<file path="src/rtl/mmu_pkg.sv">
// Shared definitions for the rtf6829a mapper loader: map-window layout,
// page width and loader sequencing states.
package mmu_pkg;

  localparam logic [15:0] MMU_MAP_BASE  = 16'hF800;
  localparam logic [15:0] MMU_CTL_OFS   = 16'h0040;
  localparam int unsigned MMU_PAGE_BITS = 13;

  typedef enum logic [2:0] {
    S_IDLE,
    S_FETCH,
    S_WAIT,
    S_WR_HI,
    S_WR_LO,
    S_WR_CTL,
    S_DONE
  } loader_state_e;

  // High byte of a map entry: page bits above 7, zero-extended.
  function automatic logic [7:0] page_hi(input logic [MMU_PAGE_BITS-1:0] page);
    logic [15:0] wide;
    wide = 16'(page);
    return wide[15:8];
  endfunction

  // Byte address of one half of map entry idx (lo=0 high byte, lo=1 low byte).
  function automatic logic [15:0] map_adr(input logic [15:0] base,
                                          input logic [4:0]  idx,
                                          input logic        lo);
    return base + {10'b0, idx, lo};
  endfunction

endpackage

</file>
<file path="src/rtl/mmu_map_loader.sv">
// Bus-master sequencer that fills the mapper's page-map window, entry by
// entry, then writes the control register to enable translation.
module mmu_map_loader
  import mmu_pkg::*;
#(
  parameter logic [15:0] BASE_ADR    = MMU_MAP_BASE,
  parameter logic [15:0] CTL_OFS     = MMU_CTL_OFS,
  parameter int unsigned NUM_ENTRIES = 32
) (
  input  logic                     clk,
  input  logic                     rst,
  input  logic                     start_i,
  input  logic                     linear_i,
  input  logic [MMU_PAGE_BITS-1:0] base_page_i,
  input  logic [7:0]               ctl_val_i,
  output logic [4:0]               tbl_adr_o,
  output logic                     tbl_re_o,
  input  logic [MMU_PAGE_BITS-1:0] tbl_dat_i,
  output logic                     bus_req_o,
  input  logic                     bus_gnt_i,
  output logic [15:0]              adr_o,
  output logic [7:0]               dat_o,
  output logic                     rw_n_o,
  output logic                     busy_o,
  output logic                     done_o
);

  localparam logic [4:0] LAST_IDX = 5'(NUM_ENTRIES - 1);

  loader_state_e             state_q;
  logic [4:0]                idx_q;
  logic [MMU_PAGE_BITS-1:0]  entry_q;
  logic [7:0]                ctl_q;
  logic                      linear_q;
  logic [15:0]               adr_q;
  logic [7:0]                dat_q;
  logic                      rw_n_q;
  logic                      req_q;
  logic                      busy_q;
  logic                      done_q;
  logic                      tbl_re_q;

  // Outputs are loaded together with the state they belong to, so every
  // output is a register and a held beat keeps address/data untouched.
  always_ff @(posedge clk) begin
    if (rst) begin
      state_q  <= S_IDLE;
      idx_q    <= '0;
      entry_q  <= '0;
      ctl_q    <= '0;
      linear_q <= 1'b0;
      adr_q    <= '0;
      dat_q    <= '0;
      rw_n_q   <= 1'b1;
      req_q    <= 1'b0;
      busy_q   <= 1'b0;
      done_q   <= 1'b0;
      tbl_re_q <= 1'b0;
    end else begin
      done_q <= 1'b0;
      case (state_q)
        S_IDLE: begin
          if (start_i) begin
            linear_q <= linear_i;
            ctl_q    <= ctl_val_i;
            idx_q    <= '0;
            busy_q   <= 1'b1;
            req_q    <= 1'b1;
            if (linear_i) begin
              entry_q <= base_page_i;
              state_q <= S_WR_HI;
              rw_n_q  <= 1'b0;
              adr_q   <= map_adr(BASE_ADR, '0, 1'b0);
              dat_q   <= page_hi(base_page_i);
            end else begin
              state_q  <= S_FETCH;
              tbl_re_q <= 1'b1;
            end
          end
        end
        S_FETCH: begin
          tbl_re_q <= 1'b0;
          state_q  <= S_WAIT;
        end
        S_WAIT: begin
          entry_q <= tbl_dat_i;
          state_q <= S_WR_HI;
          rw_n_q  <= 1'b0;
          adr_q   <= map_adr(BASE_ADR, idx_q, 1'b0);
          dat_q   <= page_hi(tbl_dat_i);
        end
        S_WR_HI: begin
          if (bus_gnt_i) begin
            state_q <= S_WR_LO;
            adr_q   <= map_adr(BASE_ADR, idx_q, 1'b1);
            dat_q   <= entry_q[7:0];
          end
        end
        S_WR_LO: begin
          if (bus_gnt_i) begin
            if (idx_q == LAST_IDX) begin
              state_q <= S_WR_CTL;
              adr_q   <= BASE_ADR + CTL_OFS;
              dat_q   <= ctl_q;
            end else if (linear_q) begin
              idx_q   <= idx_q + 5'd1;
              entry_q <= entry_q + 1'b1;
              state_q <= S_WR_HI;
              adr_q   <= map_adr(BASE_ADR, idx_q + 5'd1, 1'b0);
              dat_q   <= page_hi(entry_q + 1'b1);
            end else begin
              idx_q    <= idx_q + 5'd1;
              state_q  <= S_FETCH;
              tbl_re_q <= 1'b1;
              rw_n_q   <= 1'b1;
              adr_q    <= '0;
              dat_q    <= '0;
            end
          end
        end
        S_WR_CTL: begin
          if (bus_gnt_i) begin
            state_q <= S_DONE;
            idx_q   <= '0;
            rw_n_q  <= 1'b1;
            adr_q   <= '0;
            dat_q   <= '0;
            req_q   <= 1'b0;
            busy_q  <= 1'b0;
            done_q  <= 1'b1;
          end
        end
        S_DONE: begin
          state_q <= S_IDLE;
        end
        default: begin
          state_q <= S_IDLE;
        end
      endcase
    end
  end

  assign tbl_adr_o = idx_q;
  assign tbl_re_o  = tbl_re_q;
  assign bus_req_o = req_q;
  assign adr_o     = adr_q;
  assign dat_o     = dat_q;
  assign rw_n_o    = rw_n_q;
  assign busy_o    = busy_q;
  assign done_o    = done_q;

endmodule

</file>
<file path="config.mk">
export PLATFORM = sky130hd
export DESIGN_NAME = mmu_map_loader
export DESIGN_NICKNAME = d
export VERILOG_FILES = /design/src/rtl/mmu_pkg.sv /design/src/rtl/mmu_map_loader.sv
export SDC_FILE = /design/constraint.sdc
export NUM_CORES = 1
export LEC_CHECK = 0
export BUFFER_PORTS_ARGS = -buffer_cell sky130_fd_sc_hd__buf_2
export CAP_MARGIN = 0
export CORE_MARGIN = 5
export CORE_UTILIZATION = 58
export CTS_CLUSTER_SIZE = 10
export DETAILED_ROUTE_END_ITERATION = 8
export PLACE_DENSITY = 0.88
export REMOVE_ABC_BUFFERS = 1
export SYNTH_ARGS = -nofsm -noshare
export SYNTH_HDL_FRONTEND = slang
export SYNTH_SLANG_ARGS = --single-unit
</file>
<file path="constraint.sdc">
create_clock -name clk -period 6.2 [get_ports clk]
set_input_delay 0.62 -clock clk [delete_from_list [all_inputs] [get_ports clk]]
set_output_delay 0.62 -clock clk [all_outputs]
set_load 0.005 [all_outputs]
</file>
==> qor_table.md, run 1 <==
| Metric | This run |
| --- | --- |
| Final worst clock skew | 0.0139 ns |
| Setup CP Type | reg2reg |
| Final Setup Violations | 0 |
| Critical path depth | 5 |
| P per Cell Area | 250 nW/um^2 |
| Status | finished, final reports clean |
| Worst-path cell with the longest stage delay | sky130_fd_sc_hd__a211o_1 |
| Worst vdd rail ir drop | 0.000205 V |
| MaxCap Viol Count | 0 |
| Synth cell types | 56 |
| Chip Height | 83.3 um |
| Clock transition at the registers of the reported paths | 0.10 ns |
| Number of warnings issued by yosys | 0 |
| Largest net degree at the start of global routing | 42 |
| Number of hold-slack violations in the final timing report | 0 |
| Antenna diode instance count | 0 |
| Number of enable-type register cells in the synthesized netlist | 0 |
| Worst reg2reg setup slack | 3.28 ns |
| Cell row count | 26 |
| GRT Residual Overflow | 0 |
| Cell Chain, Critical Path | buf_4, nor2_1, a211o_1, o221a_2, a311oi_1 |
| Layout net count | 474 |
| GP Congestion | 0.914 |
| Worst r2r path cells | 5 |
| Final design instance area without fill | 3460 sq um |
| Worst stage delay on the critical path | 0.79 ns |
| Headroom to the max-slew limit | 0.0838 |
| Worst-path maximum fanout | 25 |
| Mean routed wirelength per cell | 17.8 um |
| Critical Path End | dat_o[4] |
| FF-to-FF Start | state_q[0] |
| Final number of max-transition violations | 0 |
| Post-route core utilization | 0.670 |
| Fraction of final layout cells sized beyond drive strength 1 | 0.192 |
| Maximum clock path buffer count | 2 |
| Async set-or-reset flop fraction in the synthesized netlist | 0 |
| Dpl cell area | 3350 sq um |
| Minimum period implied by the final worst setup slack | 2.92 ns |
| CTS tree | done |
| Count of input and output buffers | 68 |
| TritonRoute pass-1 iters | 6 |
| DR vias | 3369 |
| Number of flip-flops and latches in the synthesized netlist | 50 |
| CP Launch Type | flop |
| Internal Dissipation | 574 uW |
| Critical Path Source | state_q[0] |
| Cell family with the largest share of critical-path delay | compound AO/OA/AOI/OAI gates |
| Number of remaining DRC errors | 0 |
| Area Overhead vs Synth | 11.3% |
| Post-CTS Setup Inserts | 0 |
| Number of violations reported at the end of detailed-routing iteration 0 | 486 |
| Clock root buffer | sky130_fd_sc_hd__clkbuf_8 |
| Static leakage power | 0.00136 uW |
| Boundary Pins | 73 |
| Transition at the pin with the smallest max-transition slack | 1.37 ns |
| Placement-stage worst setup slack | 3.35 ns |
| Crit path buffers/inverters | 1 |
| Worst setup slack after layout | 3.28 ns |
| Overall routed net length | 8960 um |
| Clock sinks | 50 |
| Synthesized netlist cell count | 392 |
| Type of the tightest min-delay check | reg2reg |
| Die Width | 83.3 um |
| Global-route wire length before repair | 14300 um |
| Starting Density | 0.602 |
| Combinational share of power | 0.268 |
| Signal arrival time at the worst endpoint | 3.10 ns |
| Via count of the first global-routing pass | 3016 |
| Cell area after synthesis | 3110 sq um |
| Switching power total | 292 uW |
| Average size of a mapped cell | 7.94 sq um |
| Post-Route Hold Slack | 0.455 ns |
| RSZ-0062 raised after global routing | no |
| Fraction of power consumed by sequential logic | 0.455 |
| Number of gates resized after CTS | 0 |
| Maximum frequency from static timing analysis | 0.343 GHz |
| Overall routing resource usage | 0.245 |
| Final clock period utilization by the worst path | 0.471 |
| Hold-fix buffer count after cts | 0 |
| Count of nets left with antenna violations after detail routing | 0 |
| Share of power burned in the clock network | 0.277 |
| Most frequently used flop master after synthesis | sky130_fd_sc_hd__dfxtp_1 |
| Post-detail-place hpwl | 6160 um |
| Number of buffers created by CTS | 5 |
| Switching share of total power | 0.337 |
| Crit end category | flop |
| Clock latency of the later-clocked register in the worst-skew pair | 0.32 ns |
| TNS Setup | 0 ns |
| Deepest level of the CTS H-tree | 2 |
| Area of the core | 5170 sq um |
| Destination of the worst register-to-register timing path | dat_o[4] |
| Antenna violations before repair | 0 |
| Sequential area share after synthesis | 0.322 |
| Data required time of the critical path | 6.38 ns |
| Total die area | 6930 sq um |
| Vias/cell | 6.70 |
-- flip-flops by register name, indices dropped and copies added, names as in the netlist --
| name | cells |
|---|---|
| adr_o | 8 |
| busy_o | 1 |
| ctl_q | 8 |
| dat_o | 8 |
| done_o | 1 |
| entry_q | 13 |
| linear_q | 1 |
| rw_n_o | 1 |
| state_q | 3 |
| tbl_adr_o | 5 |
| tbl_re_o | 1 |
-- placed cells by master (no fill, tap or decap), types with 4 or more instances in the layout --
cell type / instances
sky130_fd_sc_hd__and2_1: 7
sky130_fd_sc_hd__nor3_1: 11
sky130_fd_sc_hd__clkbuf_8: 5
sky130_fd_sc_hd__mux2i_1: 5
sky130_fd_sc_hd__nand2_1: 32
sky130_fd_sc_hd__a31oi_1: 5
sky130_fd_sc_hd__a32o_1: 10
sky130_fd_sc_hd__nand4_1: 7
sky130_fd_sc_hd__conb_1: 4
sky130_fd_sc_hd__nor2_1: 27
sky130_fd_sc_hd__a22o_1: 9
sky130_fd_sc_hd__o21a_1: 4
sky130_fd_sc_hd__a221o_1: 10
sky130_fd_sc_hd__nand3_1: 11
sky130_fd_sc_hd__buf_2: 68
sky130_fd_sc_hd__nand3b_1: 9
sky130_fd_sc_hd__o211ai_1: 7
sky130_fd_sc_hd__a21oi_1: 29
sky130_fd_sc_hd__inv_1: 11
sky130_fd_sc_hd__a311oi_1: 6
sky130_fd_sc_hd__nor4_1: 6
sky130_fd_sc_hd__dfxtp_1: 50
sky130_fd_sc_hd__a32oi_1: 4
sky130_fd_sc_hd__o21ai_0: 23
sky130_fd_sc_hd__a221oi_1: 4
sky130_fd_sc_hd__a211oi_1: 9
sky130_fd_sc_hd__nor2b_1: 10
-- cell families (layout without fill, tap and decap cells) --
logic type	Yosys count	after routing	synth area share
AO/OA/AOI/OAI	141	141	0.326
XOR/XNOR	1	1	0.00281
adder cells (fa/ha/maj)	3	3	0.0121
buffers and inverters	53	91	0.0868
flip-flops	50	50	0.322
multiplexers	5	5	0.0161
other	1	4	0.00120
AND/OR/NAND/NOR	138	138	0.233
-- cell type report --
class / instances / area [sq um]
fill: 435 / 1710
timing repair buffer: 71 / 363
tap: 70 / 87.6
inverter: 12 / 45.0
clock buffer: 5 / 68.8
clock inverter: 3 / 45.0
sequential: 50 / 1000
multi-input combinational: 292 / 1850
-- synth_stat cells (all sizes together) (4+ instances only) --
cell type  count  share of area
a21oi         29          0.047
nand3b         9          0.022
inv           11          0.013
nand3         11          0.018
nor2b         10          0.020
nand4          7          0.014
and2           7          0.014
nor2          27          0.033
a32oi          4          0.011
nand2         32          0.039
clkbuf        17          0.020
dfxtp         50           0.32
nor3          13          0.024
mux2i          5          0.016
buf           24          0.052
a32o          10          0.032
a221oi         4          0.011
o21a           4         0.0096
o211ai         7          0.017
a311oi         6          0.017
a22o           9          0.025
o21ai         23          0.037
nor4           6          0.012
a221o         10          0.032
a211oi         9          0.022
a31oi          5          0.010
-- metrics by stage --
stage / total power, uW / cells
after CTS: 859 / 503
final: 866 / 503
after detailed placement: 626 / 495
after global placement: 618 / 495
after global routing: 906 / 503
after floorplan: 536 / 354
-- worst min-delay path by stage --
stage             start        to  slack (ns)  cells after the start
2_1_floorplan  ctl_q[5]  ctl_q[5]        0.43                      2
3_3_place_gp   adr_o[6]  adr_o[6]        0.44                      2
3_5_place_dp   adr_o[0]  adr_o[0]        0.45                      2
4_1_cts        adr_o[0]  adr_o[0]        0.46                      2
5_1_grt        ctl_q[0]  ctl_q[0]        0.50                      2
6_report       adr_o[0]  adr_o[0]        0.46                      2
-- power by group through the flow --
stage          combinational (uW)  clock (uW)  sequential [uW]
2_1_floorplan                 135           0              401
3_3_place_gp                  221           0              397
3_5_place_dp                  228           0              399
4_1_cts                       229         239              391
5_1_grt                       255         252              398
6_report                      232         240              394
-- worst register-to-register path, delay by kind of cell (launching register included) --
kind,cells,cell delay [ns]
buffers and inverters,1,0.32
AOI/OAI and AO/OA,3,1.20
and+or+nand+nor,1,0.76
DFF,1,0.51
-- metal layers --
layer / up-vias / track usage / part of all wire
met2: 198 / 0.380 / 0.45
met4: 2 / 0.119 / 0.031
met1: 1579 / 0.316 / 0.41
met3: 31 / 0.0545 / 0.10
li1: 1559 / - / -
met5: - / 0.0379 / 0.0033
(Power assumes the default switching activity.)
==> run 2: changes to the inputs <==
CORE_UTILIZATION = 54   (was 58)
PLACE_DENSITY = 0.83   (was 0.88)
clock period = 2.9 ns   (was 6.2 ns; I/O delays follow)
==> qor_table.md, run 2 (synthesis gave the netlist of run 1 again) <==
| Metric | This run | vs previous |
| --- | --- | --- |
| Status | finished, final reports clean |  |
| Worst vdd rail ir drop | 0.000356 V | +73% |
| Combinational share of power | 0.286 | +0.018 |
| Crit path buffers/inverters | 0 | -1 |
| Deepest level of the CTS H-tree | 2 | unchanged |
| Max FFs per register | 13 | unchanged |
| Final worst clock skew | 0.0104 ns | -0.00349 ns |
| Fraction of power consumed by sequential logic | 0.469 | +0.014 |
| TNS Setup | 0 ns | unchanged |
| Final number of max-transition violations | 0 | unchanged |
| Static leakage power | 0.00141 uW | +3.4% |
| Antenna diode instance count | 0 | unchanged |
| Vias/cell | 6.60 | -1.4% |
| GRT Residual Overflow | 0 | unchanged |
| Area of the core | 5540 sq um | +7.1% |
| Worst stage delay on the critical path | 0.55 ns | -0.24 ns |
| CTS tree | done |  |
| Count of input and output buffers | 68 | unchanged |
| Maximum clock path buffer count | 2 | unchanged |
| CP Launch Type | flop |  |
| Die Width | 85.9 um | +3.2% |
| Number of hold-slack violations in the final timing report | 0 | unchanged |
| Global-route wire length before repair | 14700 um | +3.3% |
| Number of buffers created by CTS | 5 | unchanged |
| Final Setup Violations | 0 | unchanged |
| Overall routed net length | 9090 um | +1.4% |
| Setup CP Type | reg2reg |  |
| GP Congestion | 0.965 | +5.6% |
| Cell row count | 27 | +3.8% |
| Fraction of final layout cells sized beyond drive strength 1 | 0.210 | +0.0182 |
| Via count of the first global-routing pass | 3103 | +2.9% |
| Cell Chain, Critical Path | ha_1, and3_1, ha_1, nand3b_1, a32o_1, nor3_2, a32o_1 |  |
| Area Overhead vs Synth | 13.1% |  |
| Transition at the pin with the smallest max-transition slack | 0.952 ns | -0.419 ns |
| Register containing the most flip-flops in the final layout | entry_q |  |
| Mean routed wirelength per cell | 17.7 um | -0.95% |
| Headroom to the max-slew limit | 0.364 | +0.280 |
| Minimum period implied by the final worst setup slack | 2.53 ns | -0.390 ns |
| Count of nets left with antenna violations after detail routing | 0 | unchanged |
| Number of violations reported at the end of detailed-routing iteration 0 | 384 | -21% |
| Switching power total | 620 uW | +110% |
| Post-route core utilization | 0.636 | -0.0338 |
| Top library cells by usage in the layout, fill and taps aside | sky130_fd_sc_hd__buf_2 (68), sky130_fd_sc_hd__dfxtp_1 (50), sky130_fd_sc_hd__nand2_1 (32) |  |
| MaxCap Viol Count | 0 | unchanged |
| Crit end category | flop |  |
| TritonRoute pass-1 iters | 5 | -1 |
| Clock latency of the later-clocked register in the worst-skew pair | 0.32 ns | about the same |
| RSZ-0062 raised after global routing | no |  |
| Post-CTS Setup Inserts | 0 | unchanged |
| Worst-path maximum fanout | 9 | -64% |
| Chip Height | 85.9 um | +3.2% |
| Share of power burned in the clock network | 0.245 | -0.032 |
| Number of remaining DRC errors | 0 | unchanged |
| Total die area | 7380 sq um | +6.5% |
| Worst-path cell with the longest stage delay | sky130_fd_sc_hd__nor3_2 |  |
| Number of gates resized after CTS | 0 | unchanged |
| Switching share of total power | 0.345 | +0.00765 |
| Data required time of the critical path | 3.16 ns | -3.22 ns |
| Clock sinks | 50 | unchanged |
| Maximum frequency from static timing analysis | 0.396 GHz | +15% |
| Antenna violations before repair | 0 | unchanged |
| Post-detail-place hpwl | 6390 um | +3.8% |
| Starting Density | 0.562 | -0.0400 |
| P per Cell Area | 511 nW/um^2 | +100% |
| Most frequent standard cell in the layout excluding fill and tap cells | sky130_fd_sc_hd__buf_2 |  |
| Clock root buffer | sky130_fd_sc_hd__clkbuf_8 |  |
| Layout net count | 484 | +2.1% |
| Overall routing resource usage | 0.245 | +0.000336 |
| DR vias | 3400 | +0.92% |
| Clock transition at the registers of the reported paths | 0.10 ns | about the same |
| Boundary Pins | 73 | unchanged |
| Internal Dissipation | 1180 uW | +110% |
| Final clock period utilization by the worst path | 0.872 | +0.401 |
| Cell family with the largest share of critical-path delay | simple AND/OR/NAND/NOR gates |  |
| Type of the tightest min-delay check | in2reg |  |
| Signal arrival time at the worst endpoint | 2.78 ns | -0.32 ns |
| Largest net degree at the start of global routing | 25 | -40% |
| Hold-fix buffer count after cts | 0 | unchanged |
[run 2: worst paths after layout]
kind,start,to,slack (ns),cells after the start
setup / recovery,tbl_adr_o[0],entry_q[8],0.37,7
hold / removal,ctl_val_i[3],ctl_q[3],0.20,3
setup reg to reg,tbl_adr_o[0],entry_q[8],0.37,7
hold reg to reg,adr_o[0],adr_o[0],0.46,2
[run 2: worst register-to-register path, stage by stage, from the launching register on]
cell and delay, ns:
sky130_fd_sc_hd__dfxtp_1 0.37, sky130_fd_sc_hd__ha_1 0.25, sky130_fd_sc_hd__and3_1 0.19, sky130_fd_sc_hd__ha_1 0.26, sky130_fd_sc_hd__nand3b_1 0.24, sky130_fd_sc_hd__a32o_1 0.40
sky130_fd_sc_hd__nor3_2 0.55, sky130_fd_sc_hd__a32o_1 0.21
[run 2: routing by layer]
| layer | vias up | global-route usage | routed length (um) |
|---|---|---|---|
| met5 | - | 0 | 0 |
| met3 | 40 | 0.0519 | 988 |
| li1 | 1570 | - | - |
| met2 | 211 | 0.399 | 4220 |
| met1 | 1579 | 0.321 | 3640 |
| met4 | 0 | 0.0835 | 244 |
[run 2: layout make-up]
class                      count  area [sq um]
timing repair buffer          81           438
fill                         509          2020
inverter                      12          45.0
sequential                    50          1000
tap                           72          90.1
clock inverter                 2          12.5
clock buffer                   6          82.6
multi-input combinational    292          1850
[run 2: power groups by stage]
stage / clock, uW / sequential, uW / combinational [uW]
finish: 441 / 844 / 514
CTS: 449 / 840 / 510
floorplan: 0 / 857 / 289
global route: 480 / 855 / 562
detailed placement: 0 / 857 / 507
global placement: 0 / 854 / 494
[run 2: per-stage QoR]
stage	setup slack (ns)	total power [uW]	area [sq um]	hold WS (ns)	cells
3_5_place_dp	0.470	1360	3430	0.449	507
2_1_floorplan	0.515	1150	2900	0.359	354
4_1_cts	0.428	1800	3520	0.198	515
3_3_place_gp	0.540	1350	3430	0.443	507
5_1_grt	0.191	1900	3520	0.208	515
6_report	0.372	1800	3520	0.198	515
==> run 3: changes to the inputs <==
CORE_ASPECT_RATIO = 1.1   (was default)
CORE_UTILIZATION = 50   (was 54)
PLACE_DENSITY = 0.78   (was 0.83)
==> qor_table.md, run 3 (synthesis gave the netlist of run 1 again) <==
| Metric | This run | vs previous |
| --- | --- | --- |
| Worst vdd rail ir drop | 0.000226 V | -37% |
| Final worst clock skew | 0.00709 ns | -0.00328 ns |
| Switching share of total power | 0.350 | +0.00499 |
| P per Cell Area | 504 nW/um^2 | -1.2% |
| TNS Setup | 0 ns | unchanged |
| Maximum frequency from static timing analysis | 0.402 GHz | +1.5% |
| Overall routing resource usage | 0.232 | -0.0130 |
| Post-CTS Setup Inserts | 0 | unchanged |
| Cell row count | 30 | +11% |
| Antenna violations before repair | 0 | unchanged |
| Share of power burned in the clock network | 0.234 | -0.011 |
| Area of the core | 6120 sq um | +10% |
| Signal arrival time at the worst endpoint | 2.75 ns | -0.03 ns |
| Top library cells by usage in the layout, fill and taps aside | sky130_fd_sc_hd__buf_2 (68), sky130_fd_sc_hd__dfxtp_1 (50), sky130_fd_sc_hd__nand2_1 (32) |  |
| Max FFs per register | 13 | unchanged |
| Fraction of final layout cells sized beyond drive strength 1 | 0.206 | -0.00358 |
| TritonRoute pass-1 iters | 5 | unchanged |
| Clock sinks | 50 | unchanged |
| Total die area | 7910 sq um | +7.1% |
| Antenna diode instance count | 0 | unchanged |
| Switching power total | 619 uW | about the same |
| Fraction of power consumed by sequential logic | 0.471 | +0.002 |
| Number of violations reported at the end of detailed-routing iteration 0 | 276 | -28% |
| Vias/cell | 6.34 | -4.0% |
| Die Width | 85.2 um | -0.81% |
| Via count of the first global-routing pass | 3098 | -0.16% |
| Headroom to the max-slew limit | 0.261 | -0.103 |
| Area Overhead vs Synth | 12.8% |  |
| Transition at the pin with the smallest max-transition slack | 1.10 ns | +0.152 ns |
| Clock latency of the later-clocked register in the worst-skew pair | 0.31 ns | about the same |
| CP Launch Type | flop |  |
| Clock transition at the registers of the reported paths | 0.10 ns | about the same |
| Overall routed net length | 9400 um | +3.4% |
| MaxCap Viol Count | 0 | unchanged |
| Count of nets left with antenna violations after detail routing | 0 | unchanged |
| Deepest level of the CTS H-tree | 2 | unchanged |
| Count of input and output buffers | 68 | unchanged |
| Number of gates resized after CTS | 0 | unchanged |
| Clock root buffer | sky130_fd_sc_hd__clkbuf_8 |  |
| Post-detail-place hpwl | 6430 um | +0.53% |
| Number of remaining DRC errors | 0 | unchanged |
| Number of hold-slack violations in the final timing report | 0 | unchanged |
| Static leakage power | 0.00140 uW | -0.90% |
| Chip Height | 92.8 um | +7.9% |
| Data required time of the critical path | 3.16 ns | about the same |
| Global-route wire length before repair | 14900 um | +1.4% |
| Hold-fix buffer count after cts | 0 | unchanged |
| Post-route core utilization | 0.574 | -0.0617 |
| Setup CP Type | reg2reg |  |
| Final Setup Violations | 0 | unchanged |
| Internal Dissipation | 1150 uW | -2.3% |
| Mean routed wirelength per cell | 18.0 um | +2.2% |
| Final clock period utilization by the worst path | 0.859 | -0.0128 |
| Layout net count | 482 | -0.41% |
| GRT Residual Overflow | 0 | unchanged |
| Boundary Pins | 73 | unchanged |
| Maximum clock path buffer count | 2 | unchanged |
| RSZ-0062 raised after global routing | no |  |
| Register containing the most flip-flops in the final layout | entry_q |  |
| DR vias | 3301 | -2.9% |
| Combinational share of power | 0.296 | +0.010 |
| Most frequent standard cell in the layout excluding fill and tap cells | sky130_fd_sc_hd__buf_2 |  |
| Largest net degree at the start of global routing | 41 | +64% |
| CTS tree | done |  |
| Number of buffers created by CTS | 5 | unchanged |
| Worst-path maximum fanout | 9 | unchanged |
| Minimum period implied by the final worst setup slack | 2.49 ns | -0.0372 ns |
| Crit end category | flop |  |
| GP Congestion | 0.907 | -6.0% |
| Type of the tightest min-delay check | in2reg |  |
| Worst reg2reg setup slack | 0.41 ns | +0.04 ns |
| Post-Route Hold Slack | 0.207 ns | +0.00820 ns |
| Starting Density | 0.509 | -0.0531 |
| Final number of max-transition violations | 0 | unchanged |
| Status | finished, final reports clean |  |
==> run 3: cell types whose count changed in the layout (fill, tap and decap cells not counted), sizes merged <==
cell    delta
clkbuf     -1
buf        -2
clkinv     +1
==> run 3: critical path, cell delays in order, from the launching register on <==
cell and delay, ns:
sky130_fd_sc_hd__dfxtp_1 0.38, sky130_fd_sc_hd__ha_1 0.26, sky130_fd_sc_hd__and3_1 0.19, sky130_fd_sc_hd__ha_1 0.25, sky130_fd_sc_hd__nand3b_1 0.23, sky130_fd_sc_hd__a32o_1 0.39
sky130_fd_sc_hd__nor3_2 0.52, sky130_fd_sc_hd__a32o_1 0.21
==> run 3: final timing paths <==
path	start	end	cells after the start
setup / recovery	tbl_adr_o[0]	entry_q[9]	7
hold / removal	ctl_val_i[6]	ctl_q[6]	3
setup reg to reg	tbl_adr_o[0]	entry_q[9]	7
hold reg to reg	adr_o[6]	adr_o[6]	2
==> run 3: power by group through the flow <==
| stage | registers [uW] | clock network, uW | logic [uW] |
|---|---|---|---|
| after floorplan | 857 | 0 | 289 |
| after global placement | 844 | 0 | 505 |
| after detailed placement | 848 | 0 | 515 |
| after CTS | 832 | 424 | 517 |
| after global routing | 841 | 445 | 575 |
| final | 834 | 414 | 524 |
==> run 3: layout make-up <==
cell class / count / area, sq um
Clock buffer: 5 / 68.8
Multi-Input combinational cell: 292 / 1850
Inverter: 12 / 45.0
Sequential cell: 50 / 1000
Clock inverter: 3 / 21.3
Timing Repair Buffer: 79 / 423
Tap cell: 80 / 100
Fill cell: 596 / 2610
==> run 3: metrics by stage <==
step | total power (uW) | instances | setup slack [ns] | area (sq um)
floorplan | 1150 | 354 | 0.515 | 2900
global placement | 1350 | 513 | 0.556 | 3420
detailed placement | 1360 | 513 | 0.507 | 3420
CTS | 1770 | 521 | 0.473 | 3510
global route | 1860 | 521 | 0.262 | 3510
finish | 1770 | 521 | 0.409 | 3510
==> run 3: layer usage <==
metal / wire, um / vias up / GRT usage
met4: 268 / 0 / 0.0963
met2: 4470 / 160 / 0.386
met3: 681 / 26 / 0.0489
met5: 0 / - / 0
li1: - / 1575 / -
met1: 3980 / 1540 / 0.289
